--- src/rtl/sobel_frame_ctrl.sv ---
// Frame sequencer for a streaming Sobel datapath: raster-scans input pixels,
// tracks pipeline latency and flags border outputs that downstream zeroes.
module sobel_frame_ctrl #(
  parameter int IMG_W   = 640,
  parameter int IMG_H   = 480,
  parameter int LATENCY = 537
) (
  input  logic       iClk,
  input  logic       iRst,
  input  logic       iStart,
  input  logic       iStall,
  output logic       oInValid,
  output logic [9:0] oInX,
  output logic [8:0] oInY,
  output logic       oSof,
  output logic       oEol,
  output logic       oOutValid,
  output logic       oOutBorder,
  output logic       oBusy,
  output logic       oDone
);

  localparam int NPIX = IMG_W * IMG_H;
  localparam int LW   = $clog2(NPIX + 1);

  typedef enum logic [1:0] {IDLE, FEED, DRAIN, DONE} state_t;

  state_t          state;
  logic [9:0]      in_x, out_x;
  logic [8:0]      in_y, out_y;
  logic [LW-1:0]   lat_cnt;
  logic            out_started;

  logic active, in_fire, out_phase, out_fire, in_last, out_last, out_edge;

  assign active    = ((state == FEED) || (state == DRAIN)) && !iStall;
  assign in_fire   = active && (state == FEED);
  // Output phase opens on the active cycle LATENCY active cycles after SOF.
  assign out_phase = out_started || (lat_cnt == LW'(LATENCY));
  assign out_fire  = active && out_phase;
  assign in_last   = (in_x == 10'(IMG_W - 1)) && (in_y == 9'(IMG_H - 1));
  assign out_last  = (out_x == 10'(IMG_W - 1)) && (out_y == 9'(IMG_H - 1));
  assign out_edge  = (out_x == 10'd0) || (out_x == 10'(IMG_W - 1)) ||
                     (out_y == 9'd0)  || (out_y == 9'(IMG_H - 1));

  always_ff @(posedge iClk) begin
    if (iRst) begin
      state       <= IDLE;
      in_x        <= '0;
      in_y        <= '0;
      out_x       <= '0;
      out_y       <= '0;
      lat_cnt     <= '0;
      out_started <= 1'b0;
    end else begin
      case (state)
        IDLE: begin
          if (iStart) state <= FEED;
        end
        FEED, DRAIN: begin
          if (in_fire) begin
            if (in_x == 10'(IMG_W - 1)) begin
              in_x <= '0;
              in_y <= in_last ? 9'd0 : in_y + 9'd1;
            end else begin
              in_x <= in_x + 10'd1;
            end
            if (in_last) state <= DRAIN;
          end
          if (active && !out_phase) lat_cnt <= lat_cnt + 1'b1;
          if (out_fire) begin
            out_started <= 1'b1;
            if (out_x == 10'(IMG_W - 1)) begin
              out_x <= '0;
              out_y <= out_last ? 9'd0 : out_y + 9'd1;
            end else begin
              out_x <= out_x + 10'd1;
            end
            // Last output closes the frame and rearms the latency tracker.
            if (out_last) begin
              state       <= DONE;
              out_started <= 1'b0;
              lat_cnt     <= '0;
            end
          end
        end
        DONE: state <= IDLE;
        default: state <= IDLE;
      endcase
    end
  end

  assign oInValid   = in_fire;
  assign oInX       = (state == FEED) ? in_x : 10'd0;
  assign oInY       = (state == FEED) ? in_y : 9'd0;
  assign oSof       = in_fire && (in_x == 10'd0) && (in_y == 9'd0);
  assign oEol       = in_fire && (in_x == 10'(IMG_W - 1));
  assign oOutValid  = out_fire;
  assign oOutBorder = out_fire && out_edge;
  assign oBusy      = (state != IDLE);
  assign oDone      = (state == DONE);

endmodule

--- config.mk ---
export PLATFORM = sky130hd
export DESIGN_NAME = sobel_frame_ctrl
export DESIGN_NICKNAME = d
export VERILOG_FILES = /design/src/rtl/sobel_frame_ctrl.sv
export SDC_FILE = /design/constraint.sdc
export NUM_CORES = 1
export LEC_CHECK = 0
export CAP_MARGIN = 15
export CORE_MARGIN = 10
export CORE_UTILIZATION = 62
export CTS_CLUSTER_SIZE = 14
export DETAILED_ROUTE_END_ITERATION = 10
export PLACE_DENSITY = 0.85
export SYNTH_ARGS = -nofsm -noshare
export SYNTH_HDL_FRONTEND = slang
export SYNTH_SLANG_ARGS = --single-unit
export TNS_END_PERCENT = 50
--- constraint.sdc ---
create_clock -name iClk -period 5.3 [get_ports iClk]
set_clock_uncertainty 0.1 [all_clocks]
set_input_delay 1.59 -clock iClk [delete_from_list [all_inputs] [get_ports iClk]]
set_output_delay 1.59 -clock iClk [all_outputs]
set_load 0.02 [all_outputs]
==> out/qor.txt, run 1 <==
Hold Fails Final Rpt = 0
combinational power share = 0.043
Tcrit/Tclk final = 0.9672
final WL = 6976 µm
Yosys top cell by area = dfxtp_1
Max H-tree Level = 3
Via Count = 2850
actual slew at the worst max-slew pin = 0.7734 ns
Gate Count Post-Synth = 395
All-Layer GR Usage = 0.1689
post-placement cell area = 3563 µm²
f_max = 0.1951 GHz
Net Switching = 0.2026 mW
layer with the highest usage = met2
maxcap violations = 0
Synthesis Warnings = 0
crit path DAT = 3.44 ns
Pre-Repair DR Iteration Count = 4
Int Pwr = 0.7444 mW
initial detailed-routing violation count = 195
reg-to-reg critical path endpoint = lat_cnt[14]
CP required = 3.61 ns
Buffers on Ports = 29
TritonCTS sink count = 60
worst slack, placed = 0.1369 ns
chip width = 92.17 µm
met2 usage = 0.2600
Crit. End Element = output port
Post-CTS Resized = 0
first-pass GRT wire length = 11990 µm
library cells used by synthesis = 44
critical path class = in -> out
Startpoint Class = primary input
top post-synthesis cells by area = dfxtp_1, xor2_1, ha_1, nor2_1, and2_1
minimum clock period = 5.126 ns
RSZ-0062 raised after global routing = false
ANT cells = 0
hold endpoint = out_y[8]
worst r2r path cells = 10
P&R area growth vs syn = 17.24%
clock power share = 0.476
Synth Net Count = 412
Layout fillers = 383
Detail Route Antenna Nets = 0
IO Pins = 30
Hold Path Class = reg -> reg
slew margin rel. = 0.4828
Die ar. = 8495 µm²
area occupied by multi-input gates = 1864 µm²
Post-DP HPWL = 4947 µm
Starting Density = 0.6363
part of the power in registers = 0.481
met1 Track Usage GR = 0.2040
share of cells above drive strength 1 = 0.05841
hold_buf cts = 0
vias in the first global route = 2693
Sw Share = 0.2139
via/cell ratio = 5.723
die height = 92.17 µm
status = finished, final reports clean
row cnt = 26
Worst-Skew Late Latency = 0.34 ns
Core Util, Final = 0.7461
initial antenna violation count = 0
largest net degree at the start of global routing = 26
met3 global-route usage = 0.05216
syn avg cell area = 8.176 µm²
Setup TNS = 0 ns
Seq cells post-synth = 60
number of post-CTS setup repair buffers = 0
post-synthesis sequential area ratio = 0.3719
register area = 1201 µm²
reg-to-reg startpoint = state[0]
DR WL/cell = 14.01 µm
Worst setup startpoint = iStall
Hold Path Stages = 2
R2R Setup Slk = 2.60 ns
Max Transition Viols Final = 0
GP Congestion = 0.9257
core area = 5075 µm²
final worst slack = 0.1740 ns
clock tree buffer depth = 2
min-delay src = out_y[8]
clock slew at reported path FFs = 0.06 ns
Final Setup Violations = 0
grt ovf = 0
DRC violations left = 0
Max FO, Critical Path = 4
Synth top area share = 0.3719
TritonCTS clock tree = yes
Root Buffer = clkbuf_8
Static Leak = 1.353 nW
VDD IR max = 0.0002166 V
nets = 440
Num CTS Buffers = 9
pwr/cell area = 250.1 nW/µm²
final instance area = 3786 µm²
synthesized area = 3229 µm²
[metal layers]
metal	vias to the layer above	wire, µm
met5	-	0
met4	0	148
met3	14	393
met2	80	3216
met1	1299	3217
li1	1457	-
[worst max-delay path, cell delays in order]
cell and delay [ns]:
clkdlybuf4s50_1 0.44, nand2b_1 0.22, nor4_4 0.24, a21oi_2 0.14
a31oi_1 0.17, clkdlybuf4s50_1 0.64
[cells by family (layout without fill, tap and decap cells)]
logic type / after synthesis / in the layout / synth area share
muxes: 1 / 1 / 0.003100
adders and majority gates: 13 / 13 / 0.05037
xor gates and xnor gates: 34 / 34 / 0.09221
DFF: 60 / 60 / 0.3719
AOI/OAI and AO/OA: 54 / 54 / 0.1023
buffers and inverters: 40 / 73 / 0.05075
and+or+nand+nor: 193 / 193 / 0.3293
[layout make-up]
cell class                      count  share of cell area
Clock buffer                       12             0.03833
Clock inverter                      4             0.01917
Inverter                           24             0.02379
Multi-Input combinational cell    295              0.4924
Sequential cell                    60              0.3173
Tap cell                           70             0.02313
Timing Repair Buffer               33             0.08592
[worst max-delay path by stage]
stage | slack (ns) | end
2_1_floorplan | 0.80 | oOutBorder
3_3_place_gp | 0.15 | oSof
3_5_place_dp | 0.14 | oOutValid
4_1_cts | 0.14 | oOutValid
5_1_grt | 0.02 | oOutBorder
6_report | 0.17 | oOutBorder
[synthesized netlist by cell type]
cell / instances
xor2_1: 23
nor3_1: 7
nor2_1: 43
a31o_2: 2
inv_1: 23
nand2_1: 24
o211ai_1: 3
nand4bb_1: 1
nor4b_1: 2
mux2i_1: 1
nor3b_1: 1
nand4_1: 17
a311oi_1: 2
o21ai_1: 1
a211oi_1: 1
o21ai_0: 10
nor4b_2: 1
and4_1: 4
o31ai_1: 8
or3_1: 5
or4_1: 9
nand3_1: 25
or2_2: 1
nor2b_1: 3
and2_1: 21
ha_1: 13
clkbuf_2: 1
buf_6: 1
and3_1: 9
nand4b_1: 2
dfxtp_1: 60
buf_2: 4
a41o_1: 1
a31oi_1: 2
nand3b_1: 2
nor4_1: 11
a41oi_1: 1
inv_2: 1
a21oi_1: 22
clkbuf_1: 10
a21oi_2: 1
nor4_4: 1
nand2b_1: 4
xnor2_1: 11
[per-stage QoR]
stage	hold slack [ns]	power, mW	std cells
finish	0.3821	0.9470	498
CTS	0.3876	0.9519	498
global route	0.4217	0.9844	498
detailed placement	0.3788	0.5062	482
floorplan	0.3470	0.4937	395
global placement	0.3617	0.5052	482
[sequential cells by signal, summed over array words and instances, names as in the netlist]
| signal | flops |
|---|---|
| in_x | 10 |
| out_started | 1 |
| out_y | 9 |
| in_y | 9 |
| out_x | 10 |
| lat_cnt | 19 |
| state | 2 |
[power by group through the flow]
stage	sequential, mW	clock [mW]	combinational [mW]
global route	0.456	0.483	0.0459
detailed placement	0.466	0	0.0403
CTS	0.456	0.455	0.0406
floorplan	0.465	0	0.0284
finish	0.456	0.451	0.0403
global placement	0.466	0	0.0396
[layout by cell type, fill, tap and decap left out, drive strengths merged, types with 2 or more instances in the layout]
| cell | Yosys | routed |
|---|---|---|
| nand2b | 4 | 4 |
| nand3b | 2 | 2 |
| nand3 | 25 | 25 |
| or3 | 5 | 5 |
| and4 | 4 | 4 |
| a311oi | 2 | 2 |
| a21oi | 23 | 23 |
| dfxtp | 60 | 60 |
| nand4 | 17 | 17 |
| dlymetal6s2s | 0 | 2 |
| nor4 | 12 | 12 |
| inv | 24 | 24 |
| and3 | 9 | 9 |
| buf | 5 | 4 |
| a31o | 2 | 2 |
| a31oi | 2 | 2 |
| or4 | 9 | 9 |
| nor4b | 3 | 3 |
| and2 | 21 | 21 |
| bufinv | 0 | 2 |
| ha | 13 | 13 |
| nor2b | 3 | 3 |
| clkbuf | 11 | 12 |
| clkdlybuf4s50 | 0 | 27 |
| o211ai | 3 | 3 |
| nand4b | 2 | 2 |
| xnor2 | 11 | 11 |
| xor2 | 23 | 23 |
| nor3 | 7 | 7 |
| o31ai | 8 | 8 |
| nor2 | 43 | 43 |
| nand2 | 24 | 24 |
| o21ai | 11 | 11 |
(Power assumes the default switching activity.)
==> inputs of run 2 (changes only) <==
--- a/config.mk
+++ b/config.mk
@@ -11,5 +11,7 @@
 export CTS_CLUSTER_SIZE = 14
 export DETAILED_ROUTE_END_ITERATION = 10
+export HOLD_SLACK_MARGIN = 0.15
 export PLACE_DENSITY = 0.85
+export SLEW_MARGIN = 20
 export SYNTH_ARGS = -nofsm -noshare
 export SYNTH_HDL_FRONTEND = slang
==> constraint.sdc (replaced) <==
create_clock -name iClk -period 5.3 [get_ports iClk]
set_clock_uncertainty 0.1 [all_clocks]
set_input_delay 1.06 -clock iClk [delete_from_list [all_inputs] [get_ports iClk]]
set_output_delay 1.06 -clock iClk [all_outputs]
set_load 0.02 [all_outputs]
==> run 2 against run 1 <==
  * Critical path depth did not move
  * Worst setup slack improved by 1.0 ns
  * Routed wire length rose by 5.6%
  * Critical path type unchanged
  * Highest routed layer unchanged
==> out/qor.txt, run 2 (synthesis results as in run 1) <==
R2R Setup Slk = 2.74 ns (+0.14 ns)
Die ar. = 8495 µm² (unchanged)
Crit. End Element = output port
VDD IR max = 0.0001770 V (-18%)
P&R area growth vs syn = 17.63%
DR WL/cell = 14.85 µm (+6.0%)
actual slew at the worst max-slew pin = 0.8089 ns (+0.03550 ns)
DRC violations left = 0 (unchanged)
Hold Path Class = reg -> reg
die height = 92.17 µm (unchanged)
cells along the critical path = clkdlybuf4s50_1 > nand3b_1 > nor3_1 > nand3_1 > nor4_1 > clkdlybuf4s50_1
metal2 WL = 3514 µm (+9.3%)
share of cells above drive strength 1 = 0.05634 (-0.002073)
Root Buffer = clkbuf_8
nets = 438 (-0.45%)
vias in the first global route = 2742 (+1.8%)
Layout fillers = 396 (+3.4%)
Via Count = 2924 (+2.6%)
register area = 1201 µm² (unchanged)
largest net degree at the start of global routing = 29 (+12%)
Largest stage delay, worst path = 0.66 ns (+0.02 ns)
Tcrit/Tclk final = 0.7786 (-0.1886)
most frequent cells in the layout = dfxtp_1, nor2_1, clkdlybuf4s50_1, nand3_1, nand2_1
All-Layer GR Usage = 0.1794 (+0.01052)
Hold Fails Final Rpt = 0 (unchanged)
chip width = 92.17 µm (unchanged)
final WL = 7366 µm (+5.6%)
Setup TNS = 0 ns (unchanged)
worst r2r path cells = 8 (-2)
IO Pins = 30 (unchanged)
TritonCTS sink count = 60 (unchanged)
min-delay src = out_y[0]
commonest non-fill, non-tap cell in the layout = dfxtp_1
area occupied by multi-input gates = 1864 µm² (unchanged)
number of post-CTS setup repair buffers = 0 (unchanged)
CP required = 4.14 ns (+0.53 ns)
core area = 5075 µm² (unchanged)
Startpoint Class = primary input
hold_buf cts = 0 (unchanged)
Detail Route Antenna Nets = 0 (unchanged)
clock tree buffer depth = 2 (unchanged)
final std cells w/o fill = 496 (-0.40%)
Num CTS Buffers = 9 (unchanged)
minimum clock period = 4.127 ns (-0.9995 ns)
f_max = 0.2423 GHz (+24%)
met1 wire length = 3323 µm (+3.3%)
initial antenna violation count = 0 (unchanged)
Hold Path Stages = 2 (unchanged)
Starting Density = 0.6363 (unchanged)
Max FO, Critical Path = 4 (unchanged)
clock slew at reported path FFs = 0.06 ns (about the same)
post-placement cell count = 480 (-0.41%)
top flop regs = lat_cnt (19), in_x (10), out_x (10)
Post-CTS Resized = 0 (unchanged)
reg-to-reg startpoint = state[1]
Worst-Skew Late Latency = 0.34 ns (about the same)
worst hold slack = 0.3938 ns (+0.01174 ns)
status = finished, final reports clean
highest metal used = met4
max FFs per register = 19 (unchanged)
grt ovf = 0 (unchanged)
RSZ-0062 raised after global routing = false
Static Leak = 1.326 nW (-1.9%)
GP Congestion = 0.8827 (-4.6%)
crit path DAT = 2.97 ns (-0.47 ns)
Max H-tree Level = 3 (unchanged)
row cnt = 26 (unchanged)
critical path class = in -> out
slew margin rel. = 0.4590 (-0.02374)
Buffers on Ports = 29 (unchanged)
via/cell ratio = 5.895 (+3.0%)
initial detailed-routing violation count = 160 (-18%)
Final Setup Violations = 0 (unchanged)
ANT cells = 0 (unchanged)
Largest Register = lat_cnt
TritonCTS clock tree = yes
Post-DP HPWL = 5116 µm (+3.4%)
crit path max-delay cell type = clkdlybuf4s50_1
Worst setup startpoint = iStall
Most Frequent Cell on Critical Path = clkdlybuf4s50_1
pwr/cell area = 266.6 nW/µm² (+6.6%)
met3 WL post-DR = 413 µm (+5.1%)
maxcap violations = 0 (unchanged)
Max Transition Viols Final = 0 (unchanged)
first-pass GRT wire length = 12760 µm (+6.4%)
Pre-Repair DR Iteration Count = 4 (unchanged)
-- run 2: cell count changes in the layout (fill, tap and decap cells not counted) --
cell and change:
clkbuf_1 -1, buf_4 -2, clkdlybuf4s50_1 +2, clkinvlp_4 -1, clkbuf_8 +1, bufinv_16 +1, dlymetal6s2s_1 -2
-- run 2: where the power goes --
part / total, mW / internal, mW / switching (mW)
registers: 0.456 / 0.453 / 0.00296
logic: 0.0419 / 0.0144 / 0.0275
clock network: 0.515 / 0.337 / 0.178
-- run 2: through the flow --
step | utilization | setup slack, ns | area (µm²) | power (mW)
2_1_floorplan | - | 1.865 | 3229 | 0.4937
3_3_place_gp | 0.6992 | 1.204 | 3548 | 0.5055
3_5_place_dp | 0.6992 | 1.187 | 3548 | 0.5071
4_1_cts | 0.7485 | 1.177 | 3799 | 1.017
5_1_grt | 0.7485 | 1.067 | 3799 | 1.045
6_report | 0.7485 | 1.174 | 3799 | 1.013
-- run 2: metal layers --
metal / GRT usage / vias to the layer above
li1: - / 1452
met1: 0.2072 / 1369
met2: 0.3024 / 88
met3: 0.05705 / 15
met4: 0.06812 / 0
met5: 0 / -
-- run 2: worst paths after layout --
| kind | to |
|---|---|
| hold / removal | out_y[0] |
| hold reg to reg | out_y[0] |
| setup reg to reg | out_x[7] |
| setup / recovery | oSof |
-- run 2: worst max-delay path: cells and delay by family --
family / cells / cell delay (ns)
buffers and inverters: 2 / 1.11
AND/OR/NAND/NOR: 4 / 0.80
-- run 2: layout make-up --
class / count / area share
well taps: 70 / 0.02306
multi-input cells: 295 / 0.4908
flip-flops and latches: 60 / 0.3162
repair buffers: 31 / 0.08037
inverters: 24 / 0.02372
clock buffers: 12 / 0.04084
clock inverters: 4 / 0.02503
